$ cat src/rtl/ncpu32k_bus_arbiter_if.sv
// ncpu32k_bus_arbiter_if: request/grant bundle between requesters, the shared
// resource and the round-robin arbiter.
//   req    : per-requester request lines, active high (bit i = requester i)
//   done   : pulse from the shared resource on the owner's last cycle
//   gnt    : registered one-hot (or all-zero) grant vector
//   gnt_id : registered binary index of the granted requester (0 when idle)
//   busy   : high while any grant is held
// Modports: slave = arbiter side, master = requester/resource side.
interface ncpu32k_bus_arbiter_if #(
    parameter int unsigned NREQ = 4,
    parameter int unsigned IDW  = (NREQ > 1) ? $clog2(NREQ) : 1
);
    logic [NREQ-1:0] req;
    logic            done;
    logic [NREQ-1:0] gnt;
    logic [IDW-1:0]  gnt_id;
    logic            busy;

    modport slave (
        input  req,
        input  done,
        output gnt,
        output gnt_id,
        output busy
    );

    modport master (
        output req,
        output done,
        input  gnt,
        input  gnt_id,
        input  busy
    );
endinterface

$ cat src/rtl/ncpu32k_bus_arbiter.sv
// ncpu32k_bus_arbiter: round-robin arbiter granting one shared resource to one
// of NREQ requesters. A grant is held until the resource pulses done; the next
// owner is then chosen in the same cycle with the previous owner at lowest
// priority, so ownership can pass back-to-back without an idle cycle.
// Ports:
//   clk   : clock, all state on its rising edge
//   rst_n : synchronous active-low reset
//   bus   : slave side of ncpu32k_bus_arbiter_if (req/done in, gnt/gnt_id/busy out)
module ncpu32k_bus_arbiter #(
    parameter int unsigned NREQ = 4,
    parameter int unsigned IDW  = (NREQ > 1) ? $clog2(NREQ) : 1
) (
    input  logic                   clk,
    input  logic                   rst_n,
    ncpu32k_bus_arbiter_if.slave   bus
);

    // One extra bit so index sums never overflow before the modulo fold.
    localparam int unsigned SW = IDW + 1;

    typedef enum logic {
        S_IDLE  = 1'b0,
        S_OWNED = 1'b1
    } state_t;

    state_t          state_q, state_nxt;
    logic [IDW-1:0]  ptr_q, ptr_nxt;
    logic [NREQ-1:0] gnt_q, gnt_nxt;
    logic [IDW-1:0]  gnt_id_q, gnt_id_nxt;
    logic            busy_q, busy_nxt;

    logic [IDW-1:0]  id_inc;
    logic [IDW-1:0]  arb_ptr;
    logic [NREQ-1:0] rot;
    logic [IDW-1:0]  win_ofs;
    logic [SW-1:0]   win_sum;
    logic [IDW-1:0]  win_idx;
    logic [NREQ-1:0] win_oh;
    logic            req_any;

    // (gnt_id + 1) mod NREQ: pointer value loaded when the owner finishes.
    always_comb begin
        logic [SW-1:0] sum;
        sum = SW'(gnt_id_q) + SW'(1);
        if (sum >= SW'(NREQ)) begin
            sum = '0;
        end
        id_inc = IDW'(sum);
    end

    // On done the freshly updated pointer takes effect for this cycle's pick.
    always_comb begin
        arb_ptr = ptr_q;
        if ((state_q == S_OWNED) && bus.done) begin
            arb_ptr = id_inc;
        end
    end

    // Rotate right by arb_ptr, take the lowest set bit, rotate the index back.
    always_comb begin
        rot     = NREQ'({bus.req, bus.req} >> arb_ptr);
        req_any = |bus.req;
        win_ofs = '0;
        for (int i = int'(NREQ) - 1; i >= 0; i--) begin
            if (rot[i]) begin
                win_ofs = IDW'(i);
            end
        end
        win_sum = SW'(win_ofs) + SW'(arb_ptr);
        if (win_sum >= SW'(NREQ)) begin
            win_sum = win_sum - SW'(NREQ);
        end
        win_idx = IDW'(win_sum);
        win_oh  = NREQ'(1) << win_idx;
    end

    // Next-state and next-output logic.
    always_comb begin
        state_nxt  = state_q;
        ptr_nxt    = ptr_q;
        gnt_nxt    = gnt_q;
        gnt_id_nxt = gnt_id_q;
        busy_nxt   = busy_q;

        case (state_q)
            S_IDLE: begin
                // done is meaningless without an owner and is ignored here.
                if (req_any) begin
                    state_nxt  = S_OWNED;
                    gnt_nxt    = win_oh;
                    gnt_id_nxt = win_idx;
                    busy_nxt   = 1'b1;
                end
            end
            S_OWNED: begin
                // Grant is held until done, even if the owner drops its request.
                if (bus.done) begin
                    ptr_nxt = id_inc;
                    if (req_any) begin
                        gnt_nxt    = win_oh;
                        gnt_id_nxt = win_idx;
                        busy_nxt   = 1'b1;
                    end else begin
                        state_nxt  = S_IDLE;
                        gnt_nxt    = '0;
                        gnt_id_nxt = '0;
                        busy_nxt   = 1'b0;
                    end
                end
            end
            default: begin
                state_nxt  = S_IDLE;
                gnt_nxt    = '0;
                gnt_id_nxt = '0;
                busy_nxt   = 1'b0;
            end
        endcase
    end

    // State and output registers; reset dominates req and done.
    always_ff @(posedge clk) begin
        if (!rst_n) begin
            state_q  <= S_IDLE;
            ptr_q    <= '0;
            gnt_q    <= '0;
            gnt_id_q <= '0;
            busy_q   <= 1'b0;
        end else begin
            state_q  <= state_nxt;
            ptr_q    <= ptr_nxt;
            gnt_q    <= gnt_nxt;
            gnt_id_q <= gnt_id_nxt;
            busy_q   <= busy_nxt;
        end
    end

    assign bus.gnt    = gnt_q;
    assign bus.gnt_id = gnt_id_q;
    assign bus.busy   = busy_q;

endmodule
$ cat src/flat_wrapper.sv
// flat-port wrapper written by rule: the top's interface ports become plain ports
module ncpu32k_bus_arbiter_flat 
#(
    parameter int unsigned NREQ = 4,
    parameter int unsigned IDW  = (NREQ > 1) ? $clog2(NREQ) : 1
)
  (clk, rst_n, bus_req, bus_done, bus_gnt, bus_gnt_id, bus_busy);
  ncpu32k_bus_arbiter_if #(.NREQ(NREQ), .IDW(IDW)) bus_i ();
  input  logic clk;
  input  logic rst_n;
  input wire logic [$bits(bus_i.req)-1:0] bus_req;
  input wire logic [$bits(bus_i.done)-1:0] bus_done;
  output wire logic [$bits(bus_i.gnt)-1:0] bus_gnt;
  output wire logic [$bits(bus_i.gnt_id)-1:0] bus_gnt_id;
  output wire logic [$bits(bus_i.busy)-1:0] bus_busy;
  assign bus_i.req = bus_req;
  assign bus_i.done = bus_done;
  assign bus_gnt = bus_i.gnt;
  assign bus_gnt_id = bus_i.gnt_id;
  assign bus_busy = bus_i.busy;
  ncpu32k_bus_arbiter #(.NREQ(NREQ), .IDW(IDW)) u_core (.clk(clk), .rst_n(rst_n), .bus(bus_i));
endmodule
$ cat config.mk
export PLATFORM = sky130hd
export DESIGN_NAME = ncpu32k_bus_arbiter_flat
export DESIGN_NICKNAME = d
export VERILOG_FILES = /design/src/rtl/ncpu32k_bus_arbiter_if.sv /design/src/rtl/ncpu32k_bus_arbiter.sv /design/src/flat_wrapper.sv
export SDC_FILE = /design/constraint.sdc
export NUM_CORES = 1
export LEC_CHECK = 0
export ABC_AREA = 1
export CAP_MARGIN = 20
export CORE_AREA = 3 3 40 42
export CTS_CLUSTER_DIAMETER = 100
export DETAILED_ROUTE_END_ITERATION = 12
export DIE_AREA = 0 0 43 45
export DONT_BUFFER_PORTS = 1
export PLACE_DENSITY = 0.71
export SETUP_SLACK_MARGIN = 0.4
export SYNTH_ARGS = -nofsm -noshare
export SYNTH_HDL_FRONTEND = slang
export SYNTH_SLANG_ARGS = --single-unit
$ cat constraint.sdc
create_clock -name clk -period 2.7 [get_ports clk]
set_input_delay 0.135 -clock clk [delete_from_list [all_inputs] [get_ports clk]]
set_output_delay 0.135 -clock clk [all_outputs]
set_load 0.05 [all_outputs]
==> results by group, run 1 <==
Finish
  – Area grow syn2layout: 34.69%
  – Most frequent cells in the layout: nand2_1, inv_1, buf_4
  – Fill cells: 103
  – Nets: between 100 and 150
  – Share of layout cells above drive strength 1: 39.10%
  – Reg area: about 210 um2
  – Leading cell type in the layout, fill and taps excluded: nand2_1
  – Area of the multi-input gates: roughly 520 um2
  – Final Core Density: between 70% and 80%
  – Final cell count without fillers: approximately 150
  – Diodes inserted: 0

Pwr
  – Portion of total power attributed to the clock network: roughly a fifth
  – PwrDens: between 600 and 700 nW/um2
  – Overall power: 685.4 uW
  – Pint: 392.5 uW
  – Sw Ratio: between 40% and 50%
  – Seq pwr share: about a third
  – Max VDD drop: between 0.4 and 0.5 mV
  – Total net switching power: a little under 300 uW
  – Combinational share of power: between 40% and 50%
  – Leak: around 0.5 nW

Worst setup path
  – Worst EP arrival: about 2.6 ns
  – Worst setup EP type: flop
  – CP Launch Type: flop
  – Critical Path Fanout Max: 6
  – CP required: 2.89 ns
  – Crit path kind: reg -> reg

STA
  – Fin Clk Skew: roughly 0.0022 ns
  – Post-route setup TNS: 0 ns
  – RSZ-0062 raised after global routing: yes
  – Pins Over Slew Limit: 0
  – Slew HR: approximately half
  – Final setup vio count: 0
  – Slew @ Worst Pin: 0.7220 ns
  – Final worst path period share: 88.93%
  – Final Hold Viols: 0
  – Highest Clock Rate: about 420 MHz
  – Worst hold slack: 0.07257 ns
  – Final min period: approximately 2.4 ns

Route
  – Top Metal Used: met4
  – Met2 WL post-DR: 1.046 mm
  – Detail Route Antenna Nets: 0
  – DR pass1 iterations: 4
  – Vias per inst: approximately 5.2
  – Drt wl/cell: ~13 um
  – Final WL: 1.881 mm
  – Total number of vias: approximately 770
  – 1st-iter DRT viols: 22
  – Residual DRC: 0
  – Routed length on met3: 74 um
  – Metal-1 WL: roughly 750 um

Logic synthesis
  – Synth cell types: 19
  – Cell area after synthesis: ~740 um2
  – Yosys reg bits: 10
  – Post-Syn Area per Cell: between 6 and 7 um2
  – Cells after synthesis: approximately 110
  – Sequential area share after synthesis: between 20% and 30%
  – Fraction of registers with async set/reset: 0%
  – Main synth FF type: dfxtp_1
  – Post-synth EDFFs: 0
  – Yosys top cell area share: around 27%
  – Syn nets: 122
  – Top post-synthesis cells by area: dfxtp_1, nand2_1, nand3_1
  – Synth area leader: dfxtp_1
  – Synthesis Warnings: 0

Min path
  – Type of the worst min-delay path: in -> reg

Global routing
  – Antenna violations before repair: 0
  – First-pass GRT wire length: just under 3 mm
  – Vias in the first global route: 721
  – Total gr overflow: 0
  – Tot GR Track Use: 19.70%
  – Pin count of the biggest net entering global routing: 10

Place
  – Placer Congestion: between 0.8 and 0.9
  – Placed insts: 129
  – Post-DP HPWL: around 1.2 mm
  – Port bufs: 0

CTS
  – # clock sinks: 10
  – CTS tree: yes
  – CTS Root Cell: clkbuf_4
  – Skew-Pair Late Insertion Delay: around 0.26 ns
  – H-tree depth: 1
  – Num CTS Buffers: 3
  – Max Root-Sink Buffers: 2
  – Clk pin slew, worst setup/hold paths: 0.06 ns

Run
  – Max cap viols: 0

Floorplanning
  – Initial Utilization: 57.25%
  – Die area: roughly 1900 um2
  – FP Rows: 13
  – Die H: 45 um
  – Io pins: 14
  – Core area: between 1000 and 1500 um2
  – Die width: 43 um

Outcome
  – Status: completed
[cell families (layout without fill, tap and decap cells)]
| kind of cell | after synthesis | count (layout) | share of synthesized area (%) |
|---|---|---|---|
| AOI/OAI and AO/OA | 8 | 8 | 6.973 |
| xor gates and xnor gates | 1 | 1 | 1.191 |
| adders and majority gates | 2 | 2 | 3.401 |
| buffers and inverters | 18 | 38 | 9.864 |
| DFF | 10 | 10 | 27.21 |
| and+or+nand+nor | 74 | 74 | 51.36 |
[final timing paths]
kind,depth (start not counted),slack (ns),end,start
setup / recovery,15,0.30,u_core.bus.gnt[1],u_core.bus.gnt_id[0]
hold / removal,4,0.07,u_core.state_q,bus_req[0]
setup reg to reg,15,0.30,u_core.bus.gnt[1],u_core.bus.gnt_id[0]
hold reg to reg,4,0.58,u_core.state_q,u_core.state_q
[synthesized netlist by cell type, types with 2 or more instances]
| cell | instances |
|---|---|
| nand3_2 | 3 |
| nand3_1 | 14 |
| inv_1 | 13 |
| inv_2 | 2 |
| inv_4 | 2 |
| nand2_2 | 7 |
| nand2_1 | 34 |
| a21oi_1 | 7 |
| ha_1 | 2 |
| nor2_1 | 8 |
| dfxtp_1 | 10 |
| nand2_4 | 4 |
[worst max-delay path, stage by stage, from the launching register on]
cell and delay, ns:
dfxtp_4 0.48, ha_4 0.24, o21ai_4 0.29, inv_4 0.09, nand3_1 0.10, nand2_1 0.06, nand2_1 0.08, nand2_2 0.07
nand2_2 0.08, inv_2 0.04, ha_4 0.15, xnor2_2 0.16, nand3_2 0.12, nand2_1 0.12, nand3_2 0.08, a21oi_2 0.16
[per-layer routing]
layer  global-route usage, %  vias up
li1                        -      399
met1                   21.12      359
met2                   38.62       13
met3                   3.187        2
met4                   7.229        0
met5                       0        -
[layout make-up]
| type | count | share of cell area (%) |
|---|---|---|
| Clock buffer | 4 | 3.662 |
| Inverter | 18 | 7.323 |
| Multi-Input combinational cell | 85 | 52.65 |
| Sequential cell | 10 | 20.96 |
| Tap cell | 15 | 1.894 |
| Timing Repair Buffer | 16 | 13.51 |
[flip-flops by register name (all words and copies together) (netlist names)]
register	cells
u_core.bus.gnt_id	2
u_core.bus.gnt	4
u_core.bus.busy	1
u_core.ptr_q	2
u_core.state_q	1
[per-stage QoR]
step                      area [um2]  worst slack, ns
final                          991.0           0.2989
after global routing           991.0           0.1308
after detailed placement       769.5           0.1399
after global placement         769.5           0.2305
after floorplan                743.2           0.4072
after CTS                      960.9           0.4018
[timing repair]
item | 4_1_cts | 5_1_grt
hold buffers | 1 | 0
resized for setup | 11 | 4
setup buffers | 12 | 2
pin swaps | 16 | 8
cloned | 0 | 0
endpoints found under the setup margin | 5 | 5
endpoints found under the hold margin | 1 | 0
[power by group through the flow]
stage / clock network, mW / logic, mW / registers, mW
after CTS: 0.134 / 0.289 / 0.238
after floorplan: 0 / 0.172 / 0.246
after global placement: 0 / 0.214 / 0.238
after global routing: 0.142 / 0.350 / 0.240
after detailed placement: 0 / 0.217 / 0.239
final: 0.130 / 0.317 / 0.238
Note: power is estimated with default switching activity, not from simulation.
==> inputs of run 2 (changes only) <==
--- a/config.mk
+++ b/config.mk
@@ -8,6 +8,7 @@
 export ABC_AREA = 1
 export CAP_MARGIN = 20
 export CORE_AREA = 3 3 40 42
+export CTS_BUF_LIST = sky130_fd_sc_hd__clkbuf_16
 export CTS_CLUSTER_DIAMETER = 100
 export DETAILED_ROUTE_END_ITERATION = 12
 export DIE_AREA = 0 0 43 45
==> results by group, run 2 (synthesis gave the netlist of run 1 again) <==
Floorplanning
  – Io pins: 14
  – Die H: about 45 um
  – Die area: roughly 1900 um2
  – Initial Utilization: a little under three fifths
  – FP Rows: 13
  – Die width: 43 um
  – Core area: 1285 um2

CTS
  – Max Root-Sink Buffers: 2
  – H-tree depth: 1
  – CTS Root Cell: clkbuf_16
  – Skew-Pair Late Insertion Delay: 0.24 ns
  – Clk pin slew, worst setup/hold paths: 0.04 ns
  – # clock sinks: 10
  – Num CTS Buffers: 3
  – CTS tree: yes

Pwr
  – Max VDD drop: around 0.59 mV
  – Leak: 0.5204 nW
  – PwrDens: between 800 and 900 nW/um2

STA
  – Pins Over Slew Limit: 0
  – Slew HR: between 40% and 50%
  – Final min period: ~2.4 ns
  – Final setup vio count: 0
  – Highest Clock Rate: roughly 420 MHz
  – RSZ-0062 raised after global routing: yes
  – Post-route setup TNS: 0 ns
  – Final worst path period share: between 80% and 90%
  – Worst setup slack after layout: approximately 0.3 ns
  – Final Hold Viols: 0
  – Fin Clk Skew: roughly 0.0011 ns
  – Slew @ Worst Pin: 0.8132 ns

Worst setup path
  – CP startpoint: u_core.bus.gnt_id[0]
  – CP peak stage delay: about 0.47 ns
  – Crit path kind: reg -> reg
  – RR Endpoint: u_core.bus.gnt[1]
  – Worst EP arrival: between 2 and 3 ns
  – FF-to-FF path depth: 14
  – Critical Path Fanout Max: 6
  – Worst setup EP type: flop
  – R2r startpoint: u_core.bus.gnt_id[0]
  – Critical path buffer and inverter count: 3
  – Cell mode on critical path: nand2_2
  – CP Launch Type: flop
  – Delay-heaviest family, CP: simple AND/OR/NAND/NOR gates
  – Worst path cell trace: ha_4, o21ai_4, buf_4, nand2_1, nand2_2, inv_2, nand2_2, inv_2, ha_4, xnor2_4, nand3_4, nand2_2, nand3_2, a21oi_2
  – Reg2reg setup slack: slightly below 0.3 ns
  – Critical-path top delay cell: dfxtp_4
  – CP required: approximately 2.9 ns

Place
  – Placer Congestion: around 0.82
  – Post-DP HPWL: between 1 and 1.5 mm
  – Post-Place Setup Slack: 0.1399 ns
  – Port bufs: 0

Global routing
  – Total gr overflow: 0
  – Vias in the first global route: ~760
  – First-pass GRT wire length: about 3.1 mm
  – Tot GR Track Use: 22.04%
  – Pin count of the biggest net entering global routing: 10
  – Antenna violations before repair: 0

Finish
  – Nets: 142
  – Area grow syn2layout: 45.41%
  – Most frequent cells in the layout: nand2_1, buf_4, inv_1, nand3_1
  – Diodes inserted: 0
  – Max FFs per register: 4
  – Share of layout cells above drive strength 1: roughly two fifths
  – Leading cell type in the layout, fill and taps excluded: nand2_1

Min path
  – WHS Endpoint: u_core.state_q
  – Worst Hold Depth: 2
  – Type of the worst min-delay path: in -> reg
  – HP Start: rst_n

Route
  – Residual DRC: 0
  – DR pass1 iterations: 5
  – Drt wl/cell: around 15 um
  – Final WL: 2.155 mm
  – 1st-iter DRT viols: 10
  – Total number of vias: a little under 800
  – Detail Route Antenna Nets: 0
  – Vias per inst: ~5.4

Outcome
  – Status: completed

Run
  – Max cap viols: 0
==> run 2: power by group <==
part	internal (mW)	switching, mW	leakage, nW
registers	0.172	0.0678	0.0839
logic	0.155	0.202	0.398
clock network	0.194	0.0697	0.0385
total	0.521	0.339	0.520
==> run 2: cell type report <==
type                    instances  area (um2)
clock inverters                 1       3.754
fillers                        85       215.2
repair buffers                 15       123.9
inverters                      18       72.57
flip-flops and latches         10       207.7
clock buffers                   3       75.07
multi-input cells              85       568.0
well taps                      15       18.77
==> run 2: through the flow <==
stage | hold slack [ns] | total power [mW] | instance area, um2 | instances | utilization [%]
finish | 0.003122 | 0.8604 | 1070 | 147 | 83.25
global route | 0.01519 | 0.9034 | 1070 | 147 | 83.25
CTS | 0.005794 | 0.7996 | 999.7 | 145 | 77.80
detailed placement | 0.2393 | 0.4559 | 769.5 | 129 | 59.88
global placement | 0.2362 | 0.4519 | 769.5 | 129 | 59.88
floorplan | 0.2326 | 0.4189 | 743.2 | 113 | -
==> run 2: how the worst max path moves through the flow <==
stage	depth (start not counted)	slack (ns)	to
after floorplan	17	0.41	u_core.bus.gnt[3]
after global placement	15	0.23	u_core.bus.gnt[1]
after detailed placement	15	0.14	u_core.bus.gnt[1]
final	14	0.30	u_core.bus.gnt[1]
after CTS	17	0.40	u_core.bus.gnt[3]
after global routing	17	0.19	u_core.bus.gnt[3]
==> run 2: what timing repair did <==
item,CTS,global route
setup buffers,12,2
gates resized for setup,13,10
hold buffers,0,0
pin swaps,15,3
setup endpoints to repair,5,5
==> run 2: layer usage <==
layer	vias to the layer above	wire length [um]	GRT usage, %
met5	-	0	0
met4	0	55	13.25
met3	6	131	5.976
met2	39	1163	41.32
met1	356	804	21.60
li1	393	-	-
==> run 2: worst reg2reg max path: stages (launching register included) <==
cell	delay, ns
dfxtp_4	0.47
ha_4	0.24
o21ai_4	0.26
buf_4	0.17
nand2_1	0.06
nand2_2	0.10
inv_2	0.06
nand2_2	0.07
inv_2	0.04
ha_4	0.17
xnor2_4	0.20
nand3_4	0.13
nand2_2	0.10
nand3_2	0.09
a21oi_2	0.17
